`src/rtl/neuron_tdm_scheduler.sv`:
```
// Purpose: time-division scheduler that shares one neuron update datapath across N_NEURONS (v,u) contexts.
// Latency: tick->dp_start 1 cycle; each neuron takes 1 (ISSUE) + L (datapath) + 1 (COMMIT) cycles; spike->ev_valid 1 cycle.
// Backpressure: the datapath has none (start/done); spike events are valid/ready, and a push into a full FIFO without a pop is dropped (ev_drop).
// Optional feature: NEURON_SCHED_REFRACT_EN adds per-neuron refractory skipping (REFRACT_STEPS sweeps after a spike).
module neuron_tdm_scheduler #(
    parameter int N_NEURONS     = 8,
    parameter int IDX_W         = 3,
    parameter int DW            = 32,
    parameter int STEP_DIV      = 1024,
    parameter int FIFO_DEPTH    = 4
`ifdef NEURON_SCHED_REFRACT_EN
    ,
    parameter int REFRACT_STEPS = 2
`endif
) (
    input  logic             clk,
    input  logic             rst_n,
    input  logic             en,
    input  logic             clr_flags,
    output logic             dp_start,
    output logic [IDX_W-1:0] dp_idx,
    output logic [DW-1:0]    dp_v_in,
    output logic [DW-1:0]    dp_u_in,
    input  logic             dp_done,
    input  logic [DW-1:0]    dp_v_out,
    input  logic [DW-1:0]    dp_u_out,
    input  logic             dp_spike,
    output logic             ev_valid,
    output logic [IDX_W-1:0] ev_idx,
    input  logic             ev_ready,
    output logic             step_done,
    output logic [15:0]      step_cnt,
    output logic             busy,
    output logic             overrun,
    output logic             ev_drop
);

    localparam int CNT_W = (STEP_DIV > 1) ? $clog2(STEP_DIV) : 1;
    localparam int FA_W  = (FIFO_DEPTH > 1) ? $clog2(FIFO_DEPTH) : 1;
    localparam int FP_W  = FA_W + 1;
    localparam logic [IDX_W-1:0] LAST_IDX = IDX_W'(N_NEURONS - 1);
    localparam logic [CNT_W-1:0] TICK_AT  = CNT_W'(STEP_DIV - 1);

    typedef enum logic [1:0] {
        ST_IDLE   = 2'd0,
        ST_ISSUE  = 2'd1,
        ST_WAIT   = 2'd2,
        ST_COMMIT = 2'd3
    } state_t;

    state_t           r_state;
    state_t           w_state_nxt;
    logic [CNT_W-1:0] r_tick_cnt;
    logic             w_tick;
    logic [IDX_W-1:0] r_idx;
    logic             w_last;
    logic             w_skip;
    logic             w_commit;
    logic [DW-1:0]    r_res_v;
    logic [DW-1:0]    r_res_u;
    logic             r_res_spk;
    logic [15:0]      r_step_cnt;
    logic             r_overrun;
    logic             r_ev_drop;
    logic [DW-1:0]    r_v [N_NEURONS];
    logic [DW-1:0]    r_u [N_NEURONS];

    // spike event FIFO (pointers carry one extra wrap bit to tell full from empty)
    logic [IDX_W-1:0] r_fifo [FIFO_DEPTH];
    logic [FP_W-1:0]  r_wr_ptr;
    logic [FP_W-1:0]  r_rd_ptr;
    logic [FP_W-1:0]  w_fifo_cnt;
    logic             w_full;
    logic             w_empty;
    logic             w_pop;
    logic             w_push_req;
    logic             w_push;
    logic             w_drop;

    // Step tick divider: counts 0..STEP_DIV-1 while en is high, frozen otherwise.
    always_ff @(posedge clk or negedge rst_n) begin
        if (!rst_n) begin
            r_tick_cnt <= '0;
        end else if (en) begin
            if (r_tick_cnt == TICK_AT) begin
                r_tick_cnt <= '0;
            end else begin
                r_tick_cnt <= r_tick_cnt + CNT_W'(1);
            end
        end
    end

    assign w_tick = en && (r_tick_cnt == TICK_AT);
    assign w_last = (r_idx == LAST_IDX);

    // FSM state register.
    always_ff @(posedge clk or negedge rst_n) begin
        if (!rst_n) begin
            r_state <= ST_IDLE;
        end else begin
            r_state <= w_state_nxt;
        end
    end

    // FSM next state and per-cycle strobes; a skipped neuron retires directly from ISSUE.
    always_comb begin
        w_state_nxt = r_state;
        w_commit    = 1'b0;
        dp_start    = 1'b0;
        case (r_state)
            ST_IDLE: begin
                if (w_tick) begin
                    w_state_nxt = ST_ISSUE;
                end
            end
            ST_ISSUE: begin
                if (w_skip) begin
                    w_commit    = 1'b1;
                    w_state_nxt = w_last ? ST_IDLE : ST_ISSUE;
                end else begin
                    dp_start    = 1'b1;
                    w_state_nxt = ST_WAIT;
                end
            end
            ST_WAIT: begin
                if (dp_done) begin
                    w_state_nxt = ST_COMMIT;
                end
            end
            ST_COMMIT: begin
                w_commit    = 1'b1;
                w_state_nxt = w_last ? ST_IDLE : ST_ISSUE;
            end
            default: begin
                w_state_nxt = ST_IDLE;
            end
        endcase
    end

    assign step_done = w_commit && w_last;
    assign busy      = (r_state != ST_IDLE);

    // Sweep index, datapath result capture and completed-sweep counter.
    always_ff @(posedge clk or negedge rst_n) begin
        if (!rst_n) begin
            r_idx      <= '0;
            r_res_v    <= '0;
            r_res_u    <= '0;
            r_res_spk  <= 1'b0;
            r_step_cnt <= '0;
        end else begin
            if ((r_state == ST_IDLE) && w_tick) begin
                r_idx <= '0;
            end else if (w_commit && !w_last) begin
                r_idx <= r_idx + IDX_W'(1);
            end
            // dp_done is only meaningful while an update is outstanding
            if ((r_state == ST_WAIT) && dp_done) begin
                r_res_v   <= dp_v_out;
                r_res_u   <= dp_u_out;
                r_res_spk <= dp_spike;
            end
            if (step_done) begin
                r_step_cnt <= r_step_cnt + 16'd1;
            end
        end
    end

    // Neuron state storage: written back only in COMMIT, so operands stay stable during WAIT.
    always_ff @(posedge clk or negedge rst_n) begin
        if (!rst_n) begin
            for (int i = 0; i < N_NEURONS; i++) begin
                r_v[i] <= '0;
                r_u[i] <= '0;
            end
        end else if (r_state == ST_COMMIT) begin
            r_v[r_idx] <= r_res_v;
            r_u[r_idx] <= r_res_u;
        end
    end

    assign dp_idx  = r_idx;
    assign dp_v_in = r_v[r_idx];
    assign dp_u_in = r_u[r_idx];

`ifdef NEURON_SCHED_REFRACT_EN
    localparam int RC_W = (REFRACT_STEPS > 0) ? $clog2(REFRACT_STEPS + 1) : 1;

    logic [RC_W-1:0] r_refr [N_NEURONS];

    assign w_skip = (r_refr[r_idx] != '0);

    // Refractory counters: loaded when a neuron fires, decremented each sweep it is passed over.
    always_ff @(posedge clk or negedge rst_n) begin
        if (!rst_n) begin
            for (int i = 0; i < N_NEURONS; i++) begin
                r_refr[i] <= '0;
            end
        end else if ((r_state == ST_COMMIT) && r_res_spk) begin
            r_refr[r_idx] <= RC_W'(REFRACT_STEPS);
        end else if ((r_state == ST_ISSUE) && w_skip) begin
            r_refr[r_idx] <= r_refr[r_idx] - RC_W'(1);
        end
    end
`else
    assign w_skip = 1'b0;
`endif

    assign w_fifo_cnt = r_wr_ptr - r_rd_ptr;
    assign w_full     = (w_fifo_cnt == FP_W'(FIFO_DEPTH));
    assign w_empty    = (r_wr_ptr == r_rd_ptr);
    assign w_pop      = !w_empty && ev_ready;
    assign w_push_req = (r_state == ST_COMMIT) && r_res_spk;
    // a pop in the same cycle frees the slot, so a push onto a full FIFO still lands
    assign w_push     = w_push_req && (!w_full || w_pop);
    assign w_drop     = w_push_req && w_full && !w_pop;

    assign ev_valid = !w_empty;
    assign ev_idx   = r_fifo[r_rd_ptr[FA_W-1:0]];

    // FIFO pointers.
    always_ff @(posedge clk or negedge rst_n) begin
        if (!rst_n) begin
            r_wr_ptr <= '0;
            r_rd_ptr <= '0;
        end else begin
            if (w_push) begin
                r_wr_ptr <= r_wr_ptr + FP_W'(1);
            end
            if (w_pop) begin
                r_rd_ptr <= r_rd_ptr + FP_W'(1);
            end
        end
    end

    // FIFO storage, cleared so ev_idx reads 0 out of reset.
    always_ff @(posedge clk or negedge rst_n) begin
        if (!rst_n) begin
            for (int i = 0; i < FIFO_DEPTH; i++) begin
                r_fifo[i] <= '0;
            end
        end else if (w_push) begin
            r_fifo[r_wr_ptr[FA_W-1:0]] <= r_idx;
        end
    end

    // Sticky status flags: a new event in the same cycle as clr_flags keeps the flag set.
    always_ff @(posedge clk or negedge rst_n) begin
        if (!rst_n) begin
            r_overrun <= 1'b0;
            r_ev_drop <= 1'b0;
        end else begin
            if (w_tick && (r_state != ST_IDLE)) begin
                r_overrun <= 1'b1;
            end else if (clr_flags) begin
                r_overrun <= 1'b0;
            end
            if (w_drop) begin
                r_ev_drop <= 1'b1;
            end else if (clr_flags) begin
                r_ev_drop <= 1'b0;
            end
        end
    end

    assign step_cnt = r_step_cnt;
    assign overrun  = r_overrun;
    assign ev_drop  = r_ev_drop;

endmodule

```
`config.mk`:
```
export PLATFORM = sky130hd
export DESIGN_NAME = neuron_tdm_scheduler
export DESIGN_NICKNAME = d
export VERILOG_FILES = /design/src/rtl/neuron_tdm_scheduler.sv
export SDC_FILE = /design/constraint.sdc
export NUM_CORES = 1
export LEC_CHECK = 0
export BUFFER_PORTS_ARGS = -buffer_cell sky130_fd_sc_hd__buf_2
export CORE_MARGIN = 2
export CORE_UTILIZATION = 45
export CTS_CLUSTER_DIAMETER = 100
export DETAILED_ROUTE_END_ITERATION = 8
export PLACE_DENSITY = 0.64
export SLEW_MARGIN = 10
export SYNTH_ARGS = -nofsm -noshare
export SYNTH_HDL_FRONTEND = slang
export SYNTH_SLANG_ARGS = --single-unit
```
`constraint.sdc`:
```
create_clock -name clk -period 2.4 [get_ports clk]
set_input_delay 0 -clock clk [delete_from_list [all_inputs] [get_ports clk]]
set_output_delay 0 -clock clk [all_outputs]
set_load 0.1 [all_outputs]
```
==> summary.txt <==
Routing
  – WL final: 75,700 um
  – Pre-antenna DRT Iters: 4
  – Via count: 17,900
  – Routed WL per cell: 23.9 um
  – Post-DRT Antenna Nets: 0
  – DRC Markers: 0
  – Initial DRC count: 1,101
  – Via/cell ratio: 5.67

Outcome
  – Failing checks: setup timing
  – Status: finished, violations left

Floorplan
  – IO Pins: 163
  – Die area: 64,900 um^2
  – Core Box Area: 61,900 um^2
  – Row cnt: 91
  – Die W: 255 um
  – Die Span Y: 255 um
  – Initial Util: 0.457

STA
  – Slew HR: 0.604
  – Setup TNS: -2.82 ns
  – Worst Tran Pin Value: 0.594 ns
  – Worst Skew: 0.0318 ns
  – Final worst path period share: 1.04
  – Hold WS: 0.132 ns
  – Fin crit period: 2.51 ns
  – Unrepaired setup endpoints after global routing: yes
  – Worst Slack Setup Final: -0.106 ns
  – Final setup viols: 59
  – Final Hold Viols: 0
  – Fmax: 0.399 GHz
  – Max-slew violations: 0

Clock network
  – TritonCTS clock tree: built
  – Clock sinks: 628
  – Clock Tree Root: clkbuf_16
  – Max clock buf depth: 3
  – Clk_lat worst skew: 0.61 ns
  – CTS Buf Count: 70
  – H-Tree Depth: 3
  – Worst-path clk slew: 0.06 ns

Logic synthesis
  – Synth top area cells: dfrtp_1, mux2_2, a22oi_1, mux2i_1, o22a_1
  – Number of synthesized register bits: 628
  – EDFF count, synth: 0
  – Syn_nets: 2,051
  – Yosys cell types: 48
  – Syn_area_per_cell: 14.4 um^2
  – Most common cell in the netlist: mux2_2
  – Synth top cells by count: mux2_2, dfrtp_1, a22oi_1, mux2i_1, o21ai_0
  – Mapped Area: 28,300 um^2
  – Share of synthesized registers carrying an async set or reset: 1.00
  – Register area share after synthesis: 0.555
  – Largest area contributor in the netlist: dfrtp_1
  – YS warnings: 0
  – Post-Synthesis Cells: 1,964
  – Yosys top cell area share: 0.555
  – Top FF cell, synth: dfrtp_1

Flow run
  – Max-cap viol count: 0

Worst setup path
  – Kind of critical path: flop to output port
  – Crit end category: output port
  – Crit-path max FO: 31
  – Critical Path RT: 2.40 ns
  – Reg-to-reg slack, setup: 0 ns
  – Startpoint Class: flop
  – Data arrival, critical path: 2.51 ns

Place
  – Final HPWL DP: 41,000 um
  – IO Port Bufs: 162
  – Placed Instance Area: 32,200 um^2
  – RePlAce Congestion: 0.777

Power
  – Static leakage: 0.0176 uW
  – Peak supply drop: 1.20 mV
  – Final Power: 39,100 uW
  – Cell Pwr Density: 1060 nW/um^2

Cells and area
  – Share of cells above drive strength 1: 0.553
  – Cell area after layout: 37,000 um^2
  – Final antenna diode count: 0
  – Nets: 2,363
  – P&R area growth vs syn: 30.7%
  – Fin util: 0.597

Global route
  – Vias in the first global route: 19,200
  – GRT overflow: 0
  – Antenna violations before repair: 1
  – Largest net degree at the start of global routing: 79
  – First-pass GRT wire length: 115,000 um
  – GRT Overall Usage: 0.234

Hold path
  – Hold Crit Class: input pin to asynchronous set/reset pin
-- cell type report --
cell class / count / area [um^2]
Fill cell: 4717 / 24900
Multi-Input combinational cell: 1191 / 13000
Tap cell: 837 / 1050
Clock buffer: 97 / 2050
Clock inverter: 24 / 404
Inverter: 12 / 45.0
Timing Repair Buffer: 373 / 4680
Sequential cell: 628 / 15700
-- state kept, by name, summed over array words and instances, names as in the netlist --
signal and flops:
r_v 256, dp_idx 3, r_u 256, r_res_u 32
ev_drop 1, r_tick_cnt 10, r_state 2, r_fifo 12
r_rd_ptr 3, r_wr_ptr 3, r_res_spk 1, r_res_v 32
step_cnt 16, overrun 1
-- stage by stage --
stage,instances,worst slack [ns]
after floorplan,1964,-0.0552
after global placement,2907,0.287
after detailed placement,2907,0.271
after CTS,3152,-0.150
after global routing,3162,-0.178
final,3162,-0.106
-- kinds of logic after synthesis --
kind of cell | Yosys count | synth area share
adder cells (fa/ha/maj) | 16 | 0.00707
AO/OA/AOI/OAI | 271 | 0.0684
buffers and inverters | 145 | 0.0284
flip-flops | 628 | 0.555
multiplexers | 789 | 0.312
XOR/XNOR | 28 | 0.00867
AND/OR/NAND/NOR | 87 | 0.0199
-- layer usage --
metal,global-route usage,vias up,share of wire
met5,0,-,0
met4,0.0551,0,0.016
met3,0.0353,77,0.035
met2,0.387,319,0.49
met1,0.325,9636,0.46
li1,-,7907,-
-- layout by cell type (no fill, tap or decap), types with 4 or more instances in the layout --
| cell | n |
|---|---|
| mux2_2 | 679 |
| dfrtp_1 | 625 |
| buf_12 | 106 |
| buf_2 | 96 |
| clkbuf_16 | 76 |
| a22oi_2 | 75 |
| dlygate4sd3_1 | 71 |
| mux2i_1 | 67 |
| o22a_1 | 63 |
| o21ai_4 | 62 |
| buf_4 | 57 |
| a22oi_1 | 52 |
| buf_16 | 22 |
| mux2_4 | 20 |
| xnor2_1 | 20 |
| mux2_1 | 20 |
| nand3_1 | 15 |
| ha_1 | 15 |
| clkbuf_8 | 15 |
| nand2_1 | 14 |
| inv_1 | 12 |
| clkbuf_1 | 10 |
| bufinv_16 | 10 |
| buf_6 | 10 |
| xor2_1 | 8 |
| nor2_1 | 7 |
| nand4_1 | 7 |
| a21oi_1 | 6 |
| clkinv_2 | 6 |
| buf_8 | 6 |
| nor3_1 | 5 |
| nor2b_1 | 4 |
| nor3_2 | 4 |
| and3_1 | 4 |
| o21ai_0 | 4 |
-- critical path: stages (launching register included) --
cell,delay (ns)
dfrtp_4,0.53
buf_16,0.17
nor2b_4,0.19
buf_12,0.27
a22oi_1,0.14
o22a_1,0.25
o21ai_4,0.12
buf_12,0.21
-- where the power goes --
| part | leakage, uW | switching, uW | internal, uW | total, uW |
|---|---|---|---|---|
| logic | 0.00804 | 8380 | 5450 | 13800 |
| registers | 0.00841 | 1900 | 12000 | 13900 |
| clock network | 0.00120 | 4340 | 7030 | 11400 |
-- final timing paths --
kind / from / to / depth (start not counted)
max in group asynchronous: rst_n / r_u[28] / 4
worst min-delay path: rst_n / r_v[8] / 3
worst max register to register: dp_idx[0] / r_v[126] / 8
worst min register to register: step_cnt[15] / step_cnt[15] / 1
min in group clk: dp_u_out[29] / r_res_u[29] / 3
worst max-delay path: dp_idx[0] / dp_v_in[18] / 7
-- timing repair --
item                                    CTS  global route
cloned                                   17             4
setup buffers                            35             7
resized for setup                       130            36
endpoints found under the setup margin   65           139
endpoints found under the hold margin   542             0
pin swaps                                18            27
hold buffers                             72             0
(Power assumes the default switching activity.)
